===== config.mk =====
export PLATFORM = sky130hd
export DESIGN_NAME = cprv_muldiv
export DESIGN_NICKNAME = d
export VERILOG_FILES = /design/src/rtl/cprv_muldiv.sv
export SDC_FILE = /design/constraint.sdc
export NUM_CORES = 2
export LEC_CHECK = 0
export BUFFER_PORTS_ARGS = -buffer_cell sky130_fd_sc_hd__buf_4
export CORE_UTILIZATION = 40
export CTS_BUF_LIST = sky130_fd_sc_hd__clkbuf_8
export DETAILED_ROUTE_END_ITERATION = 10
export GPL_TIMING_DRIVEN = 0
export PLACE_DENSITY_LB_ADDON = 0.3
export SLEW_MARGIN = 25
export SYNTH_ARGS = -nofsm -noshare
export SYNTH_HDL_FRONTEND = slang
export SYNTH_SLANG_ARGS = --single-unit

===== constraint.sdc =====
create_clock -name clk -period 6.57 [get_ports clk]
set_input_delay 0.657 -clock clk [delete_from_list [all_inputs] [get_ports clk]]
set_output_delay 0.657 -clock clk [all_outputs]
set_load 0.02 [all_outputs]

===== src/rtl/cprv_muldiv.sv =====
// Multi-cycle RV64M unit: one radix-2 shift-add multiplier / restoring divider
// shared by all M-extension ops, with valid/ready request and response.
module cprv_muldiv #(
  parameter int DATA_WIDTH    = 64,
  parameter int W_WIDTH       = 32,
  parameter int REGADDR_WIDTH = 5
) (
  input  logic                     clk,
  input  logic                     rst_n,
  input  logic                     req_valid,
  output logic                     req_ready,
  input  logic [2:0]               req_funct3,
  input  logic                     req_is_w,
  input  logic [REGADDR_WIDTH-1:0] req_rd,
  input  logic [DATA_WIDTH-1:0]    req_data1,
  input  logic [DATA_WIDTH-1:0]    req_data2,
  input  logic                     flush,
  output logic                     resp_valid,
  input  logic                     resp_ready,
  output logic [DATA_WIDTH-1:0]    resp_data,
  output logic [REGADDR_WIDTH-1:0] resp_rd,
  output logic                     busy
);
  localparam int DW = DATA_WIDTH;
  localparam int WW = W_WIDTH;
  localparam int CW = $clog2(DW + 1);

  typedef enum logic [1:0] {IDLE, CALC, FIX, DONE} state_t;

  state_t          state;
  logic [2*DW-1:0] acc;
  logic [DW-1:0]   opnd;
  logic [CW-1:0]   cnt;
  logic [2:0]      f3_q;
  logic            w_q;
  logic            neg_q;

  function automatic logic [DW-1:0] sext_w(input logic [WW-1:0] v);
    return {{(DW-WW){v[WW-1]}}, v};
  endfunction

  assign req_ready = (state == IDLE);
  assign busy      = (state != IDLE);

  // Request decode; W-form funct3 001..011 is folded onto MULW.
  logic [2:0]    f3_eff;
  logic          is_div, is_rem, sgn_a, sgn_b, neg_a, neg_b;
  logic [DW-1:0] op_a, op_b, mag_a, mag_b, min_neg, spec_raw, spec_res;
  logic          div_zero, ovf, special, neg_res;

  always_comb begin
    f3_eff   = (req_is_w && !req_funct3[2]) ? 3'b000 : req_funct3;
    is_div   = f3_eff[2];
    is_rem   = f3_eff[2] & f3_eff[1];
    sgn_a    = (f3_eff == 3'b001) || (f3_eff == 3'b010) || (f3_eff == 3'b100) || (f3_eff == 3'b110);
    sgn_b    = (f3_eff == 3'b001) || (f3_eff == 3'b100) || (f3_eff == 3'b110);
    op_a     = !req_is_w ? req_data1 :
               sgn_a ? sext_w(req_data1[WW-1:0]) : {{(DW-WW){1'b0}}, req_data1[WW-1:0]};
    op_b     = !req_is_w ? req_data2 :
               sgn_b ? sext_w(req_data2[WW-1:0]) : {{(DW-WW){1'b0}}, req_data2[WW-1:0]};
    neg_a    = sgn_a & op_a[DW-1];
    neg_b    = sgn_b & op_b[DW-1];
    mag_a    = neg_a ? -op_a : op_a;
    mag_b    = neg_b ? -op_b : op_b;
    min_neg  = req_is_w ? {{(DW-WW+1){1'b1}}, {(WW-1){1'b0}}} : {1'b1, {(DW-1){1'b0}}};
    div_zero = is_div && (op_b == '0);
    ovf      = is_div && !f3_eff[0] && (op_a == min_neg) && (op_b == '1);
    special  = div_zero || ovf;
    spec_raw = div_zero ? (is_rem ? op_a : '1) : (is_rem ? '0 : op_a);
    spec_res = req_is_w ? sext_w(spec_raw[WW-1:0]) : spec_raw;
    // Remainder follows the dividend; quotient and product follow a^b.
    neg_res  = is_rem ? neg_a : (neg_a ^ neg_b);
  end

  // One iteration of either datapath; acc = {hi/remainder, lo/quotient}.
  logic [DW:0]     mul_sum, div_part, div_diff;
  logic            div_ge;
  logic [2*DW-1:0] mul_next, div_next;

  always_comb begin
    mul_sum  = {1'b0, acc[2*DW-1:DW]} + (acc[0] ? {1'b0, opnd} : '0);
    mul_next = {mul_sum, acc[DW-1:1]};
    div_part = {acc[2*DW-1:DW], acc[DW-1]};
    div_diff = div_part - {1'b0, opnd};
    div_ge   = !div_diff[DW];
    div_next = {div_ge ? div_diff[DW-1:0] : div_part[DW-1:0], acc[DW-2:0], div_ge};
  end

  // W multiplies run half the iterations, leaving the product shifted up by WW.
  logic [2*DW-1:0] prod, prod_s;
  logic [DW-1:0]   mul_res, div_res, div_s, res, fix_res;

  always_comb begin
    prod    = w_q ? (acc >> WW) : acc;
    prod_s  = neg_q ? -prod : prod;
    mul_res = (f3_q[1:0] == 2'b00) ? prod_s[DW-1:0] : prod_s[2*DW-1:DW];
    div_res = f3_q[1] ? acc[2*DW-1:DW] : acc[DW-1:0];
    div_s   = neg_q ? -div_res : div_res;
    res     = f3_q[2] ? div_s : mul_res;
    fix_res = w_q ? sext_w(res[WW-1:0]) : res;
  end

  always_ff @(posedge clk or negedge rst_n) begin
    if (!rst_n) begin
      state      <= IDLE;
      resp_valid <= 1'b0;
      resp_data  <= '0;
      resp_rd    <= '0;
      acc        <= '0;
      opnd       <= '0;
      cnt        <= '0;
      f3_q       <= '0;
      w_q        <= 1'b0;
      neg_q      <= 1'b0;
    end else begin
      case (state)
        IDLE: if (req_valid && !flush) begin
          f3_q    <= f3_eff;
          w_q     <= req_is_w;
          neg_q   <= neg_res;
          resp_rd <= req_rd;
          if (special) begin
            state      <= DONE;
            resp_valid <= 1'b1;
            resp_data  <= spec_res;
          end else begin
            state <= CALC;
            cnt   <= req_is_w ? CW'(WW - 1) : CW'(DW - 1);
            opnd  <= is_div ? mag_b : mag_a;
            acc   <= is_div ? {{DW{1'b0}}, (req_is_w ? (mag_a << WW) : mag_a)}
                            : {{DW{1'b0}}, mag_b};
          end
        end
        CALC: if (flush) begin
          state <= IDLE;
        end else begin
          acc <= f3_q[2] ? div_next : mul_next;
          if (cnt == '0) state <= FIX;
          else           cnt   <= cnt - 1'b1;
        end
        FIX: if (flush) begin
          state <= IDLE;
        end else begin
          resp_data  <= fix_res;
          resp_valid <= 1'b1;
          state      <= DONE;
        end
        DONE: if (flush || resp_ready) begin
          resp_valid <= 1'b0;
          state      <= IDLE;
        end
        default: state <= IDLE;
      endcase
    end
  end

endmodule


Word-level counts from Yosys, hierarchy flattened
Cells that the tools add are included.
{"block": "word_totals", "ff_bits": 276, "in_bits": 142, "out_inout_bits": 72, "wordCells": 123}
{"block": "classes", "addsub": 7, "eq_ne": 17, "mux": 52, "bitwise": 5, "n_reduce_logical": 32}
{"operator": "two-way mux 64 bit", "n": 23}
{"operator": "two-way mux 128 bit", "n": 6}
{"operator": "case mux 128 bit (2 select lines)", "n": 1}
{"operator": "negator 64 bit", "n": 3}
{"operator": "negator 128 bit", "n": 1}
{"operator": "case mux 64 bit (2 select lines)", "n": 1}
{"operator": "adder 64 x 64 -> 65 bit", "n": 1}
{"operator": "subtractor 65 x 64 -> 65 bit", "n": 1}
{"operator": "== test 64 bit", "n": 1}
{"operator": "== test 64 bit, second input constant", "n": 1}
{"operator": "logical NOT 64 bit", "n": 1}
{"operator": "two-way mux 63 bit", "n": 1}
{"operator": "two-way mux 7 bit", "n": 4}
{"operator": "case mux 7 bit (2 select lines)", "n": 1}
{"operator": "two-way mux 2 bit", "n": 6}
{"operator": "inequality test 2 bit, second input constant", "n": 5}
{"operator": "AND reduction 5 bit", "n": 2}
{"operator": "case mux 2 bit (4 select lines)", "n": 1}
{"operator": "AND reduction 4 bit", "n": 2}
{"operator": "logical NOT 7 bit", "n": 1}
{"operator": "logical OR 1 bit", "n": 7}
{"operator": "subtractor 7 x 1 -> 7 bit, second input constant", "n": 1}
{"operator": "== test 3 bit, second input constant", "n": 2}
{"operator": "logical AND 1 bit", "n": 6}
{"operator": "other kinds (19)", "n": 34}

Depth between registers and ports, before layout
{"block": "logic_depth", "word_depth": 16, "mapped_depth": 24, "ltp_nobuf": 15}

Least setup slack after synthesis
No wires, ideal clock.
{"block": "synth_timing", "kind": "reg-to-reg", "startpoint": "register w_q", "endpoint": "register resp_data[60]", "setup_time_ps": 130, "arrival_ps": 5126, "required_time_ps": 6440, "slack_ps": 1314, "stages_incl_launch_ff": 25, "path_buffers": 12, "synth_period_minus_slack_ps": 5256, "path_cell_list": "dfrtp_1 -> buf_6 -> buf_6 -> buf_4 -> buf_2 -> buf_2 -> buf_6 -> buf_2 -> buf_2 -> buf_4 -> clkbuf_1 -> mux2i_1 -> ha_1 -> o21ai_0 -> nor3_1 -> nand4_1 -> or3_1 -> clkbuf_1 -> or3_1 -> clkbuf_1 -> o31ai_1 -> xor2_1 -> a21oi_1 -> o22ai_1 -> o21ai_1"}
{"block": "synth_between", "elab_chain_cells": 8}
{"item": "start, declared", "line_no": "35", "source": "logic w_q;"}
{"item": "start signal, assigned", "line_no": "119", "source": "w_q <= req_is_w;"}
{"item": "two-way mux 128 bit", "line_no": "94", "source": "prod = w_q ? (acc >> WW) : acc;"}
{"item": "negator 128 bit", "line_no": "95", "source": "prod_s = neg_q ? -prod : prod;"}
{"item": "two-way mux 128 bit", "line_no": "95"}
{"item": "two-way mux 64 bit", "line_no": "96", "source": "mul_res = (f3_q[1:0] == 2'b00) ? prod_s[DW-1:0] : prod_s[2*DW-1:DW];"}
{"item": "two-way mux 64 bit", "line_no": "99", "source": "res = f3_q[2] ? div_s : mul_res;"}
{"item": "two-way mux 64 bit (*)", "line_no": "100", "source": "fix_res = w_q ? sext_w(res[WW-1:0]) : res;"}
{"item": "two-way mux 64 bit (*)", "line_no": "141", "source": "FIX: if (flush) begin"}
{"item": "case mux 64 bit (2 select lines) (*)", "line_no": "116", "source": "case (state)"}
{"item": "end signal, assigned", "line_no": "125", "source": "resp_data <= spec_res;"}
{"item": "end signal, assigned", "line_no": "144", "source": "resp_data <= fix_res;"}
{"item": "end, declared", "line_no": "20", "source": "output logic [DATA_WIDTH-1:0] resp_data,"}
Every way passes the cells marked *; elsewhere a longest branch is shown, timed or not. The select of a mux whose other input is x is not followed.
A chain may end at the register's enable or synchronous reset.

Final worst setup path
{"block": "layout_timing", "startpoint": "register w_q", "endpoint": "register resp_data[26]"}
{"block": "layout_between", "elab_chain_cells": 8}
{"item": "two-way mux 128 bit (*)", "line_no": "94"}
{"item": "negator 128 bit", "line_no": "95"}
{"item": "two-way mux 128 bit (*)", "line_no": "95"}
{"item": "two-way mux 64 bit (*)", "line_no": "96"}
{"item": "two-way mux 64 bit (*)", "line_no": "99"}
{"item": "two-way mux 64 bit (*)", "line_no": "100"}
{"item": "two-way mux 64 bit (*)", "line_no": "141"}
{"item": "case mux 64 bit (2 select lines) (*)", "line_no": "116"}
Marked as above.

==> impl_metrics.env <==
export IMPL_min_from="req_rd[2]"
export IMPL_final_cell_mix="544 x nand2_1, 539 x o21ai_0, 481 x a21oi_1"
export IMPL_wl_met3_um=41500
export IMPL_worstMarginPinSlew_ps=1300
export IMPL_rsz0062_at_grt="false"
export IMPL_initial_core_util=0.404
export IMPL_min_path_type="input pin to flop"
export IMPL_yosysSeqAreaShare=0.190
export IMPL_grt_max_degree=86
export IMPL_cts_root_buf="clkbuf_8"
export IMPL_syn_area_um2=36400
export IMPL_violations="negative setup slack"
export IMPL_syn_avg_cell_area_um2=7.09
export IMPL_fin_crit_sh=1.02
export IMPL_ant_nets=0
export IMPL_track_usage=0.543
export IMPL_synth_edf_count=0
export IMPL_cts_sinks=276
export IMPL_finalCriticalPeriod_ps=6730
export IMPL_num_io_pins=214
export IMPL_grt_pass1_wl_um=345000
export IMPL_final_common_cell="nand2_1"
export IMPL_nNetsFinal=5686
export IMPL_numCtsBuffers=56
export IMPL_finalHoldViolCount=0
export IMPL_dp_hpwl_um=201000
export IMPL_p_leak_nw=16.6
export IMPL_coreArea_um2=90000
export IMPL_max_vdd_ir_drop_mv=0.357
export IMPL_finClkSkew_ps=81.0
export IMPL_port_buffers=206
export IMPL_fillers=9529
export IMPL_critPathMaxFanout=19
export IMPL_synth_yosys_warnings=0
export IMPL_clock_tree_htree_level_count=2
export IMPL_route_detailed_drc=0
export IMPL_synth_seq_cells=276
export IMPL_wl_per_cell_um=38.8
export IMPL_postLayoutCellArea_um2=41200
export IMPL_tritoncts="done"
export IMPL_synthDistinctLibCells=103
export IMPL_viasPerCell=7.16
export IMPL_r2r_cells=19
export IMPL_postSynth_asyncResetShare=1.00
export IMPL_arrival_ps=7400
export IMPL_ff2ff_setup_slack_ps=-160
export IMPL_path_clk_slew_ps=70
export IMPL_wl_um=258000
export IMPL_syn_nets=5406
export IMPL_fmax_mhz=149
export IMPL_fin_ws_ps=-159
export IMPL_cp_start_kind="flop"
export IMPL_tns_ps=-1010
export IMPL_yosys_area_top_type="dfrtp_1"
export IMPL_r2r_start="w_q"
export IMPL_synthFlopType="dfrtp_1"
export IMPL_drive_gt1_frac=0.103
export IMPL_min_to="resp_rd[2]"
export IMPL_clock_path_buffers=3
export IMPL_top_layer="met5"
export IMPL_wl_met2_um=96300
export IMPL_initialDrtViolationCount=8429
export IMPL_grt_pass1_vias=42400
export IMPL_die_y_um=303
export IMPL_power_density_nw_per_um2=593
export IMPL_first_pass_iters=10
export IMPL_areaGrowthSynthToFinish_pct=13.3
export IMPL_die_area_um2=92100
export IMPL_synthCells=5127
export IMPL_slew_viol_final=0
export IMPL_drv_cap=0
export IMPL_regArea_um2=6910
export IMPL_min_path_cells=2
export IMPL_worst_setup_path_end_kind="flop"
export IMPL_status="finished with violations"
export IMPL_synth_top_area_frac=0.190
export IMPL_r2r_end="resp_data[26]"
export IMPL_critPathKind="flop to flop"
export IMPL_clk_latency_ps=810
export IMPL_synth_area_leaders="dfrtp_1 19%, o21ai_0 7.5%, a21oi_1 6.6%, nand2_1 5.6%, mux2i_1 5.4%"
export IMPL_num_rows=110
export IMPL_fin_util=0.457
export IMPL_crit_required_ps=7240
export IMPL_fp_dieW_um=303
export IMPL_multiInputGateArea_um2=27200
export IMPL_finalSetupViolCount=12
export IMPL_slew_headroom=0.134
export IMPL_antenna_found_initial=36
export IMPL_placed_cell_area_um2=39700
export IMPL_grt_overflow_total=0
export IMPL_wirelength_met1_um=94600
export IMPL_gp_congestion=1.17
export IMPL_vias=47600
[cells in the mapped netlist (all sizes together) (57+ instances only)]
master	n
clkbuf	367
xnor2	194
and2	80
nand2	544
o21ai	553
ha	135
mux2i	197
nand4	63
o31ai	93
nor4	70
nor2	398
dfrtp	276
o211ai	76
buf	97
nand3	90
mux2	62
a21o	89
a21oi	483
xor2	175
nor3	186
inv	145
a211oi	57
[registers in the layout, indices dropped and copies added, names as in the netlist]
| register | flops |
|---|---|
| resp_data | 64 |
| f3_q | 3 |
| neg_q | 1 |
| resp_valid | 1 |
| opnd | 64 |
| acc | 128 |
| w_q | 1 |
| cnt | 7 |
| state | 2 |
| resp_rd | 5 |
[area by class of cell]
cell class	instances	share of cell area
multi-input combinational	4240	0.660
sequential	276	0.168
buffer	459	0.0483
timing repair buffer	227	0.0440
tap	1176	0.0357
clock buffer	68	0.0227
inverter	147	0.0134
clock inverter	30	0.00644
antenna	28	0.00170
[per-layer routing]
layer | up-vias | GRT usage
met5 | - | 0.0259
met4 | 26 | 0.409
met3 | 1293 | 0.292
met2 | 4258 | 0.712
met1 | 22700 | 0.655
li1 | 19300 | -
[critical path: stages, from the launching register on]
cell	delay (ps)
dfrtp_1	400
buf_6	230
buf_6	250
buf_4	290
buf_2	300
buf_4	270
buf_6	280
buf_6	260
buf_8	290
mux2i_4	390
ha_1	290
o221ai_1	260
nor3_1	410
nand3_1	510
nor2_1	570
a21oi_1	180
xor2_1	260
a211oi_1	660
a21oi_1	220
o21ai_0	250
[power breakdown]
part | switching, mW | leakage, nW | internal (mW) | total, mW
combinational | 13.3 | 12.4 | 5.37 | 18.7
sequential | 1.21 | 3.49 | 2.44 | 3.66
clock | 0.953 | 0.672 | 1.10 | 2.05
[stage by stage]
| step | hold slack (ps) | worst slack [ps] | std cells | power [mW] |
|---|---|---|---|---|
| final | 132 | -159 | 6651 | 24.4 |
| after global routing | 150 | 15.7 | 6630 | 24.7 |
| after CTS | 129 | 14.0 | 6620 | 22.7 |
| after detailed placement | 471 | -2910 | 6522 | 20.6 |
| after global placement | 454 | -3020 | 6509 | 20.6 |
| after floorplan | 361 | 1310 | 5127 | 13.3 |
[logic make-up after synthesis]
kind of cell	share of synthesized area
flops	0.190
compound gates	0.300
mux	0.0743
buf+inv	0.0681
xor+xnor	0.0889
fa+ha+maj	0.0542
simple gates	0.224
[worst max-delay path by stage]
stage / from / end / slack [ps] / cells past startpoint
after global placement: w_q / resp_data[36] / -3020 / 22
after floorplan: w_q / resp_data[60] / 1310 / 24
after global routing: w_q / resp_data[36] / 20 / 22
after detailed placement: w_q / resp_data[60] / -2910 / 24
after CTS: f3_q[1] / resp_data[60] / 10 / 19
final: w_q / resp_data[26] / -160 / 19
[timing repair]
item / 4_1_cts / 5_1_grt
gates resized for setup: 24 / 11
hold endpoints to repair: 73 / 0
setup buffers: 2 / 1
hold buffers: 1 / 0
pin swaps: 2 / 2
endpoints found under the setup margin: 32 / 14
No activity file was read; power rests on OpenSTA's default activity.
